File: src/rtl/core_io_pkg.sv
// rtl/core_io_pkg.sv - shared types and constants for the core byte-stream I/O controller
package core_io_pkg;

    typedef enum logic {
        IO_IDLE,
        IO_WAIT_IN
    } io_state_t;

    localparam int IO_BYTE_W     = 8;
    localparam int IO_WORD_BYTES = 4;

endpackage

File: src/rtl/io_byte_fifo.sv
// rtl/io_byte_fifo.sv - byte FIFO with multi-byte push/pop; caller guarantees space and data
module io_byte_fifo
    import core_io_pkg::*;
#(
    parameter int DEPTH  = 64,
    parameter int PUSH_W = 1,
    parameter int POP_W  = 1
) (
    input  logic                          clk,
    input  logic                          rstn,
    input  logic                          push,
    input  logic [PUSH_W*IO_BYTE_W-1:0]   push_data,
    input  logic                          pop,
    output logic [POP_W*IO_BYTE_W-1:0]    pop_data,
    output logic [$clog2(DEPTH):0]        count,
    output logic                          empty,
    output logic                          full
);

    localparam int AW = $clog2(DEPTH);

    logic [IO_BYTE_W-1:0] mem [DEPTH];
    logic [AW:0]          wr_ptr;
    logic [AW:0]          rd_ptr;

    always_ff @(posedge clk) begin
        if (!rstn) begin
            wr_ptr <= '0;
            rd_ptr <= '0;
        end else begin
            if (push) wr_ptr <= wr_ptr + (AW+1)'(PUSH_W);
            if (pop)  rd_ptr <= rd_ptr + (AW+1)'(POP_W);
        end
    end

    always_ff @(posedge clk) begin
        if (push) begin
            for (int i = 0; i < PUSH_W; i++)
                mem[wr_ptr[AW-1:0] + AW'(i)] <= push_data[i*IO_BYTE_W +: IO_BYTE_W];
        end
    end

    // Lowest byte lane of pop_data is the oldest entry.
    always_comb begin
        pop_data = '0;
        for (int i = 0; i < POP_W; i++)
            pop_data[i*IO_BYTE_W +: IO_BYTE_W] = mem[rd_ptr[AW-1:0] + AW'(i)];
    end

    assign count = wr_ptr - rd_ptr;
    assign empty = (wr_ptr == rd_ptr);
    assign full  = (wr_ptr[AW] != rd_ptr[AW]) && (wr_ptr[AW-1:0] == rd_ptr[AW-1:0]);

endmodule

File: src/rtl/core_io_ctrl.sv
// rtl/core_io_ctrl.sv - core I/O port to UART byte stream bridge with RX word assembly and TX buffering
// Macro CORE_IO_OUT_WORD_EN: each core output pushes all 4 bytes (LSB first) instead of the low byte.
module core_io_ctrl
    import core_io_pkg::*;
#(
    parameter int RX_DEPTH = 256,
    parameter int TX_DEPTH = 64
) (
    input  logic        clk,
    input  logic        rstn,
    input  logic        input_req,
    output logic [31:0] input_data,
    output logic        input_valid,
    input  logic [31:0] output_data,
    input  logic        output_valid,
    output logic        io_stall,
    input  logic [7:0]  rx_data,
    input  logic        rx_valid,
    output logic [7:0]  tx_data,
    output logic        tx_valid,
    input  logic        tx_ready,
    output logic        rx_overrun,
    output logic        tx_overrun
);

    localparam int RXAW = $clog2(RX_DEPTH);
    localparam int TXAW = $clog2(TX_DEPTH);
`ifdef CORE_IO_OUT_WORD_EN
    localparam int OUT_BYTES = IO_WORD_BYTES;
`else
    localparam int OUT_BYTES = 1;
`endif

    io_state_t                     state;
    logic                          pop_flag;
    logic [RXAW:0]                 rx_count;
    logic                          rx_empty;
    logic                          rx_full;
    logic [IO_WORD_BYTES*8-1:0]    rx_word;
    logic                          rx_push;
    logic                          rx_pop;
    logic [TXAW:0]                 tx_count;
    logic                          tx_empty;
    logic                          tx_full;
    logic                          tx_nospace;
    logic                          tx_push;
    logic [OUT_BYTES*8-1:0]        tx_push_data;

`ifdef CORE_IO_OUT_WORD_EN
    assign tx_push_data = output_data;
`else
    logic unused_out_hi;
    assign unused_out_hi = ^output_data[31:8];
    assign tx_push_data  = output_data[7:0];
`endif

    assign rx_push    = rx_valid && !rx_full;
    assign rx_pop     = (state == IO_WAIT_IN) && !rx_empty &&
                        (rx_count >= (RXAW+1)'(IO_WORD_BYTES));
    assign tx_nospace = tx_full ||
                        (((TXAW+1)'(TX_DEPTH) - tx_count) < (TXAW+1)'(OUT_BYTES));
    // pop_flag is high only in the input_valid cycle, by which point the word is delivered,
    // so the stall window is exactly the WAIT_IN residency plus TX backpressure.
    assign io_stall   = (state == IO_WAIT_IN) | tx_nospace;
    assign tx_push    = output_valid && !io_stall;
    assign tx_valid   = !tx_empty;
    assign input_valid = pop_flag;

    always_ff @(posedge clk) begin
        if (!rstn) begin
            state      <= IO_IDLE;
            pop_flag   <= 1'b0;
            input_data <= '0;
            rx_overrun <= 1'b0;
            tx_overrun <= 1'b0;
        end else begin
            pop_flag <= rx_pop;
            case (state)
                IO_IDLE:    if (input_req) state <= IO_WAIT_IN;
                IO_WAIT_IN: if (rx_pop) begin
                    state      <= IO_IDLE;
                    input_data <= rx_word;
                end
                default:    state <= IO_IDLE;
            endcase
            if (rx_valid && rx_full)     rx_overrun <= 1'b1;
            if (output_valid && io_stall) tx_overrun <= 1'b1;
        end
    end

    io_byte_fifo #(
        .DEPTH  (RX_DEPTH),
        .PUSH_W (1),
        .POP_W  (IO_WORD_BYTES)
    ) u_rx_fifo (
        .clk       (clk),
        .rstn      (rstn),
        .push      (rx_push),
        .push_data (rx_data),
        .pop       (rx_pop),
        .pop_data  (rx_word),
        .count     (rx_count),
        .empty     (rx_empty),
        .full      (rx_full)
    );

    io_byte_fifo #(
        .DEPTH  (TX_DEPTH),
        .PUSH_W (OUT_BYTES),
        .POP_W  (1)
    ) u_tx_fifo (
        .clk       (clk),
        .rstn      (rstn),
        .push      (tx_push),
        .push_data (tx_push_data),
        .pop       (tx_valid && tx_ready),
        .pop_data  (tx_data),
        .count     (tx_count),
        .empty     (tx_empty),
        .full      (tx_full)
    );

endmodule

File: config.mk
export PLATFORM = sky130hd
export DESIGN_NAME = core_io_ctrl
export DESIGN_NICKNAME = d
export VERILOG_FILES = /design/src/rtl/core_io_pkg.sv /design/src/rtl/io_byte_fifo.sv /design/src/rtl/core_io_ctrl.sv
export SDC_FILE = /design/constraint.sdc
export NUM_CORES = 2
export LEC_CHECK = 0
export CAP_MARGIN = 20
export CORE_ASPECT_RATIO = 1.1
export CORE_UTILIZATION = 30
export CTS_CLUSTER_DIAMETER = 100
export DETAILED_ROUTE_END_ITERATION = 8
export GPL_ROUTABILITY_DRIVEN = 0
export GPL_TIMING_DRIVEN = 0
export MAX_ROUTING_LAYER = met4
export PLACE_DENSITY = 0.41
export SLEW_MARGIN = 10
export SYNTH_ARGS = -nofsm -noshare
export SYNTH_HDL_FRONTEND = slang
export SYNTH_SLANG_ARGS = --single-unit
File: constraint.sdc
create_clock -name clk -period 4.8 [get_ports clk]
set_input_delay 0.96 -clock clk [delete_from_list [all_inputs] [get_ports clk]]
set_output_delay 0.96 -clock clk [all_outputs]
set_load 0.1 [all_outputs]
## Word level (Yosys, flattened, before mapping)

Memories as Yosys holds them, arrays and structs flattened. A register that Yosys moved wholly into a read port is not among the register bits.
Index checks and enable logic that the tools add are counted.

| storage, ports and cells | value |
|---|---|
| word-level logic and storage cells | 58 |
| RAM bits | 2,560 |
| ROM bits | 0 |
| latch bits | 0 |
| flip-flop bits (word level) | 36 |
| memories kept | 2 |

Memories:

| name | depth | width | read ports | clocked after memory_dff | wr ports | line | text |
|---|---|---|---|---|---|---|---|
| u_rx_fifo.mem | 256 | 8 | 4 | 4 | 1 | io_byte_fifo.sv:22 | `logic [IO_BYTE_W-1:0] mem [DEPTH];` |
| u_tx_fifo.mem | 64 | 8 | 1 | 1 | 1 | io_byte_fifo.sv:22 |  |

| cells by class | value |
|---|---|
| equal/unequal tests | 6 |
| shift operators | 0 |
| muxes and demuxes | 9 |
| order comparisons | 2 |
| $mul | 0 |
| div/mod/pow operators | 0 |
| bitwise gates (word level) | 2 |
| reduce and logical (&&, ||, !) cells | 19 |
| add/subtract/negate cells | 10 |

Operator list:

| cell | count |
|---|---|
| adder 8 x 2 -> 8 bit, second input constant | 2 |
| adder 7 x 1 -> 7 bit, second input constant | 2 |
| two-way mux 6 bit | 2 |
| adder 9 x 1 -> 9 bit, second input constant | 1 |
| adder 9 x 3 -> 9 bit, second input constant | 1 |
| equality test 9 bit | 1 |
| greater-or-equal comparator 9 x 3 -> 1 bit, second input constant | 1 |
| logical AND 1 bit | 9 |
| subtractor 9 bit | 1 |
| adder 8 x 1 -> 8 bit, second input constant | 1 |
| equality test 8 bit | 1 |
| zero test 1 bit | 8 |
| equality test 7 bit | 1 |
| < comparator 7 x 1 -> 1 bit, second input constant | 1 |
| subtractor 7 bit | 1 |
| subtractor 7 bit, first input constant | 1 |
| equality test 6 bit | 1 |
| two-way mux 1 bit | 6 |
| != test 1 bit | 2 |
| case mux 1 bit (2 select lines) | 1 |
| AND reduction 2 bit | 1 |
| logical OR 1 bit | 1 |
| inverter 1 bit | 1 |
| OR 1 bit | 1 |

## Logic depth before layout (Yosys ltp)

| logic depth | value |
|---|---|
| depth in word-level cells | 9 |
| gate-level depth with buffers | 16 |
| gate-level depth less buffers | 12 |

## Hierarchy

Synthesis repeated with hierarchy kept, for this count alone.

| unflattened totals | value |
|---|---|
| cells, all modules | 5,097 |
| area, all modules | 102,749.8 um^2 |

Modules (own cells, without submodules):

| module | area each (um^2) | cells an instance | instances | sequential area each (um^2) |
|---|---|---|---|---|
| io_byte_fifo at u_rx_fifo | 80,395.9 | 3,882 | 1 | 61,939.4 |
| io_byte_fifo at u_tx_fifo | 20,801.2 | 1,043 | 1 | 15,775.1 |
| core_io_ctrl | 1,552.7 | 172 | 1 | 720.7 |

## Worst setup path before layout

No wires, ideal clock.

| timing | value |
|---|---|
| path type | flip-flop to flip-flop |
| start | register u_tx_fifo.wr_ptr[2] |
| end | memory u_tx_fifo.mem[1][0] (enable) |
| data required time | 4,405 ps |
| path buffers | 3 |
| clock period less this slack | 4,160 ps |
| arrival | 3,766 ps |
| stages on the path, launching flop included | 13 |
| path slack | 640 ps |
| setup time | 395 ps |
| path through | dfxtp_1 clkbuf_1 clkinv_1 ha_1 fa_1 a211oi_1 xnor2_1 nor3b_1 o2111ai_1 o21ai_1 buf_2 buf_2 nor4_1 |

| on the way | value |
|---|---|
| longest elaborated chain between the ends | 9 |
| elaborated cells on any way between the ends | 11 |
| classes of those cells | add/sub: 2; order compare: 1; eq/ne: 1; mux: 2; bitwise: 1; reduce/logical: 4 |

RTL lines:

| element | line | text |
|---|---|---|
| from (decl) | io_byte_fifo.sv:23 | `logic [AW:0] wr_ptr;` |
| from (signal assigned) | io_byte_fifo.sv:31 | `if (push) wr_ptr <= wr_ptr + (AW+1)'(PUSH_W);` |
| subtractor 7 bit | io_byte_fifo.sv:50 | `assign count = wr_ptr - rd_ptr;` |
| subtractor 7 bit | core_io_ctrl.sv:61 | `(((TXAW+1)'(TX_DEPTH) - tx_count) < (TXAW+1)'(OUT_BYTES));` |
| < comparator 7 x 1 -> 1 bit | core_io_ctrl.sv:61 |  |
| logical OR 1 bit (*) | core_io_ctrl.sv:60 | `assign tx_nospace = tx_full \|\|` |
| OR 1 bit (*) | core_io_ctrl.sv:64 | `assign io_stall = (state == IO_WAIT_IN) \| tx_nospace;` |
| named net io_stall | core_io_ctrl.sv:16 | `output logic io_stall,` |
| zero test 1 bit (*) | core_io_ctrl.sv:65 | `assign tx_push = output_valid && !io_stall;` |
| logical AND 1 bit (*) | core_io_ctrl.sv:65 |  |
| two-way mux 1 bit (*) | io_byte_fifo.sv:37 | `if (push) begin` |
| two-way mux 1 bit (implied by the code) (*) | io_byte_fifo.sv:39 | `mem[wr_ptr[AW-1:0] + AW'(i)] <= push_data[i*IO_BYTE_W +: IO_BYTE_W];` |
| to (decl) | io_byte_fifo.sv:22 |  |

Mark *: on every way through the listed nets, which the timed path passes. The rest lies on a longest branch.

## Final worst setup path

| timing | value |
|---|---|
| start | register u_rx_fifo.rd_ptr[4] |
| end | register input_data[4], read port of u_rx_fifo.mem |

| on the way | value |
|---|---|
| longest elaborated chain between the ends | 5 |
| elaborated cells on any way between the ends | 7 |
| classes of those cells | add/sub: 1; order compare: 1; eq/ne: 1; reduce/logical: 4 |

RTL lines:

| element | line | text |
|---|---|---|
| from (decl) | io_byte_fifo.sv:24 | `logic [AW:0] rd_ptr;` |
| from (signal assigned) | io_byte_fifo.sv:32 | `if (pop) rd_ptr <= rd_ptr + (AW+1)'(POP_W);` |
| branches (longest 5 deep; another with subtractor 9 bit) | - |  |
| to (decl) | core_io_ctrl.sv:12 | `output logic [31:0] input_data,` |

Several ways; the timed one is not identified.
A chain may end at the register's enable or synchronous reset.

==> metrics <==
outcome=finished, violations left; failing checks=setup timing; placed inst area=111000 sq um; Critical Path AT=a little under 6 ns; switch share=23.2%; Clock power frac=~44%; Starting Density=a little under a third; root buf cell=clkbuf_16; Ports=91; leakage power=0.0365 uW; Seq/Total Area, Yosys=between 70 and 80%; VDD IR max=between 0.2 and 0.3 mV; sequential share of power=49.6%; Avg Cell Area, Syn=around 21 sq um; WP data required=roughly 5.6 ns; syn nets=just under 5000; die height=about 610 um; Yosys warnings=0; Via-to-Cell Ratio=about 5.4; most frequent cell on the critical path=buf_2; RSZ-0062 raised after global routing=yes; CTS tree=done; max-cap violations=0; Final Hold Fails=0; fin. max-slew vios=0; drt drc=0; Cell Area, Synth=approximately 100000 sq um; Design Power=roughly 50000 uW; min Tclk post-route=roughly 5.2 ns; Worst R2R Setup Slack=-0.35 ns; TritonCTS buffer count=300; # port buffers=64; Post-synth EDFFs=between 2000 and 3000; row cnt=224; library cells used by synthesis=64; die area=between 300000 and 400000 sq um; Cells after Synth=between 4000 and 5000; GRT overflow=0; Comb pwr share=6.2%; clock-pin slew on the worst setup and hold paths=0.06 ns; vias in the first global route=around 55000; Non-Filler Instances=between 10000 and 15000; async set-reset flop share out of synthesis=0%; Antenna Nets Post-Route=0; Overall Global Routing Usage=between 20 and 25%; Placed Cells=between 9000 and 10000; Detailed Routing Iterations Pass 1=6; worst-path fanout max=10; clk buf depth=4; clk_lat worst skew=about 0.93 ns; Pint=approximately 39000 uW; share of layout cells above drive strength 1=29.5%; Clock Skew=0.0670 ns; NetSw=between 10000 and 15000 uW; Finished Cell Area=roughly 120000 sq um; final wirelength=about 420000 um; # clock sinks=around 2600; pwr/cell area=between 400 and 500 nW/um^2; ratio of final minimum period to clock period=107%; drt wl/cell=a little over 40 um; via count=roughly 55000; Slew @ Worst Pin=about 1.4 ns; Main synth FF type=edfxtp_1; layout net count=approximately 5500; setup ws final=-0.355 ns; Die Width=between 500 and 600 um; relative slew slack=9.27%; hold_buf cts=0; dpl hpwl=between 200000 and 300000 um; Detailed Route Iter0 Violations=about 7000; Crit. End Element=flip-flop; Setup Viol. Count Final=18; CTS HTree Levels=5; Hold WS=0.394 ns; CP Launch Type=flip-flop; initial antenna violation count=32; slowest CP cell=a222oi_1; Core Region=around 340000 sq um; worst hold path type=input pin to flip-flop; Synth Register Bits=approximately 2600; synthesis-to-finish area growth=19.0%; Cell Chain, Critical Path=buf_2, buf_2, buf_2, buf_2, clkdlybuf4s15_1, o21ai_0, a222oi_1, o2bb2ai_1; pin count of the biggest net entering global routing=about 120; Fillers=roughly 32000; max frequency=between 150 and 200 MHz; critical setup path kind=flip-flop to flip-flop; Largest stage delay, worst path=1.09 ns; first-pass GRT wire length=approximately 540000 um
==> routing by layer <==
layer	wire length, um	share of wire [%]	GRT usage [%]	vias up
met1	166000	40	30.9	30300
met2	198000	48	39.2	2616
met3	28800	6.9	4.47	738
met4	22500	5.4	11.5	0
li1	-	-	-	21500
met5	0	0	-	-
==> power groups by stage <==
stage / Clock (uW) / Combinational (uW) / Sequential [uW]
final: 22500 / 3140 / 25300
after detailed placement: 0 / 3050 / 25800
after global placement: 0 / 2940 / 26000
after CTS: 22800 / 3160 / 25300
after floorplan: 0 / 1630 / 25800
after global routing: 23600 / 3280 / 25300
==> cells in the mapped netlist (5+ instances only) <==
library cell,n,area [sq um]
nor2b_1,16,100
xor2_1,7,61.3
buf_6,16,180
a32o_1,5,50.1
clkbuf_1,136,510
a31oi_1,14,87.6
o2bb2ai_1,30,263
inv_1,18,67.6
xnor2_1,17,149
a21oi_1,78,390
o21ai_0,47,235
a22o_1,14,123
nand4_1,6,37.5
nor3_1,7,35.0
o211ai_1,5,37.5
buf_2,69,345
a222oi_1,6,60.1
buf_4,53,398
nor2_1,343,1290
a211oi_1,10,75.1
a22oi_1,109,818
o22ai_1,18,113
a32oi_1,13,114
or3_1,16,100
a41oi_1,11,96.3
dfxtp_1,72,1440
mux2i_1,183,1830
a2111oi_0,11,96.3
edfxtp_1,2560,76900
and2_1,22,138
buf_1,11,41.3
mux2_2,12,135
o221ai_1,35,307
a221oi_1,13,114
ha_1,24,300
mux4_2,607,13700
nand3_1,38,190
nand2_1,161,604
nor4_1,37,231
==> sequential cells by signal (all words and copies together), names as in the netlist, named ones only <==
signal	cells
u_rx_fifo.mem	2048
u_tx_fifo.mem	512
input_data	32
u_rx_fifo.wr_ptr	9
u_rx_fifo.rd_ptr	7
u_tx_fifo.rd_ptr	7
u_tx_fifo.wr_ptr	7
input_valid	1
rx_overrun	1
state	1
tx_overrun	1
==> critical path, delay by kind of cell, from the launching register on <==
family / cells / cell delay, ns
compound gates: 3 / 1.46
buf+inv: 5 / 3.17
flops: 1 / 0.31
==> through the flow <==
stage	setup slack (ns)	TNS, ns	utilization [%]
6_report	-0.355	-1.26	35.9
3_3_place_gp	-5.92	-	32.0
5_1_grt	-0.139	-0.146	35.9
3_5_place_dp	-2.24	-2932.58	32.7
4_1_cts	-0.217	-0.858	35.8
2_1_floorplan	0.640	0	-
==> worst paths after layout <==
path | start | to | cells after the start
worst max-delay path | u_rx_fifo.rd_ptr[4] | input_data[4] | 8
worst min-delay path | rx_data[3] | u_rx_fifo.mem[209][3] | 1
worst max register to register | u_rx_fifo.rd_ptr[4] | input_data[4] | 8
worst min register to register | input_data[4] | input_data[4] | 1
==> cell usage in the layout (no fill, tap or decap), types with 24 or more instances in the layout <==
cell             synthesis  layout
clkinv_1                 2      64
clkinv_2                 0      49
ha_1                    24      24
a22oi_1                109     109
mux2i_1                183     181
clkbuf_16                0     306
nor2_2                   0      78
dfxtp_1                 72      70
edfxtp_1              2560    2560
a21oi_1                 78      76
nor2_1                 343     165
nand3_1                 38      34
nor4_2                   0      32
mux4_2                 607     607
clkbuf_2                 0      37
nand2_1                161     149
o21ai_0                 47      47
clkdlybuf4s50_1          0      39
nor2_4                   0     100
buf_8                    0      39
o221ai_1                35      35
buf_2                   69      68
buf_6                   16      66
buf_4                   53     114
clkbuf_1               136     132
o2bb2ai_1               30      30
==> cell families after synthesis <==
logic type / Yosys count / synth area share (%)
and+or+nand+nor: 665 / 2.81
DFF: 2632 / 76.7
AOI/OAI and AO/OA: 438 / 3.08
xor gates and xnor gates: 24 / 0.206
muxes: 802 / 15.3
buffers and inverters: 307 / 1.53
adders and majority gates: 26 / 0.333
==> what timing repair did <==
action	in CTS	in global routing
buffers inserted	3	5
gates resized for setup	383	72
cloned	0	0
pin swaps	8	5
endpoints found under the setup margin	2278	488
==> cell type report <==
cell class,instances,area [sq um],area share [%]
well taps,4520,5660,4.65
plain buffers,277,1740,1.43
diodes,10,25.0,0.0206
repair buffers,220,2750,2.26
multi-input cells,1955,23500,19.4
clock inverters,164,1480,1.22
inverters,22,83.8,0.0690
flip-flops and latches,2632,78300,64.5
clock buffers,371,7930,6.53
Power figures use the tool's default switching activity.
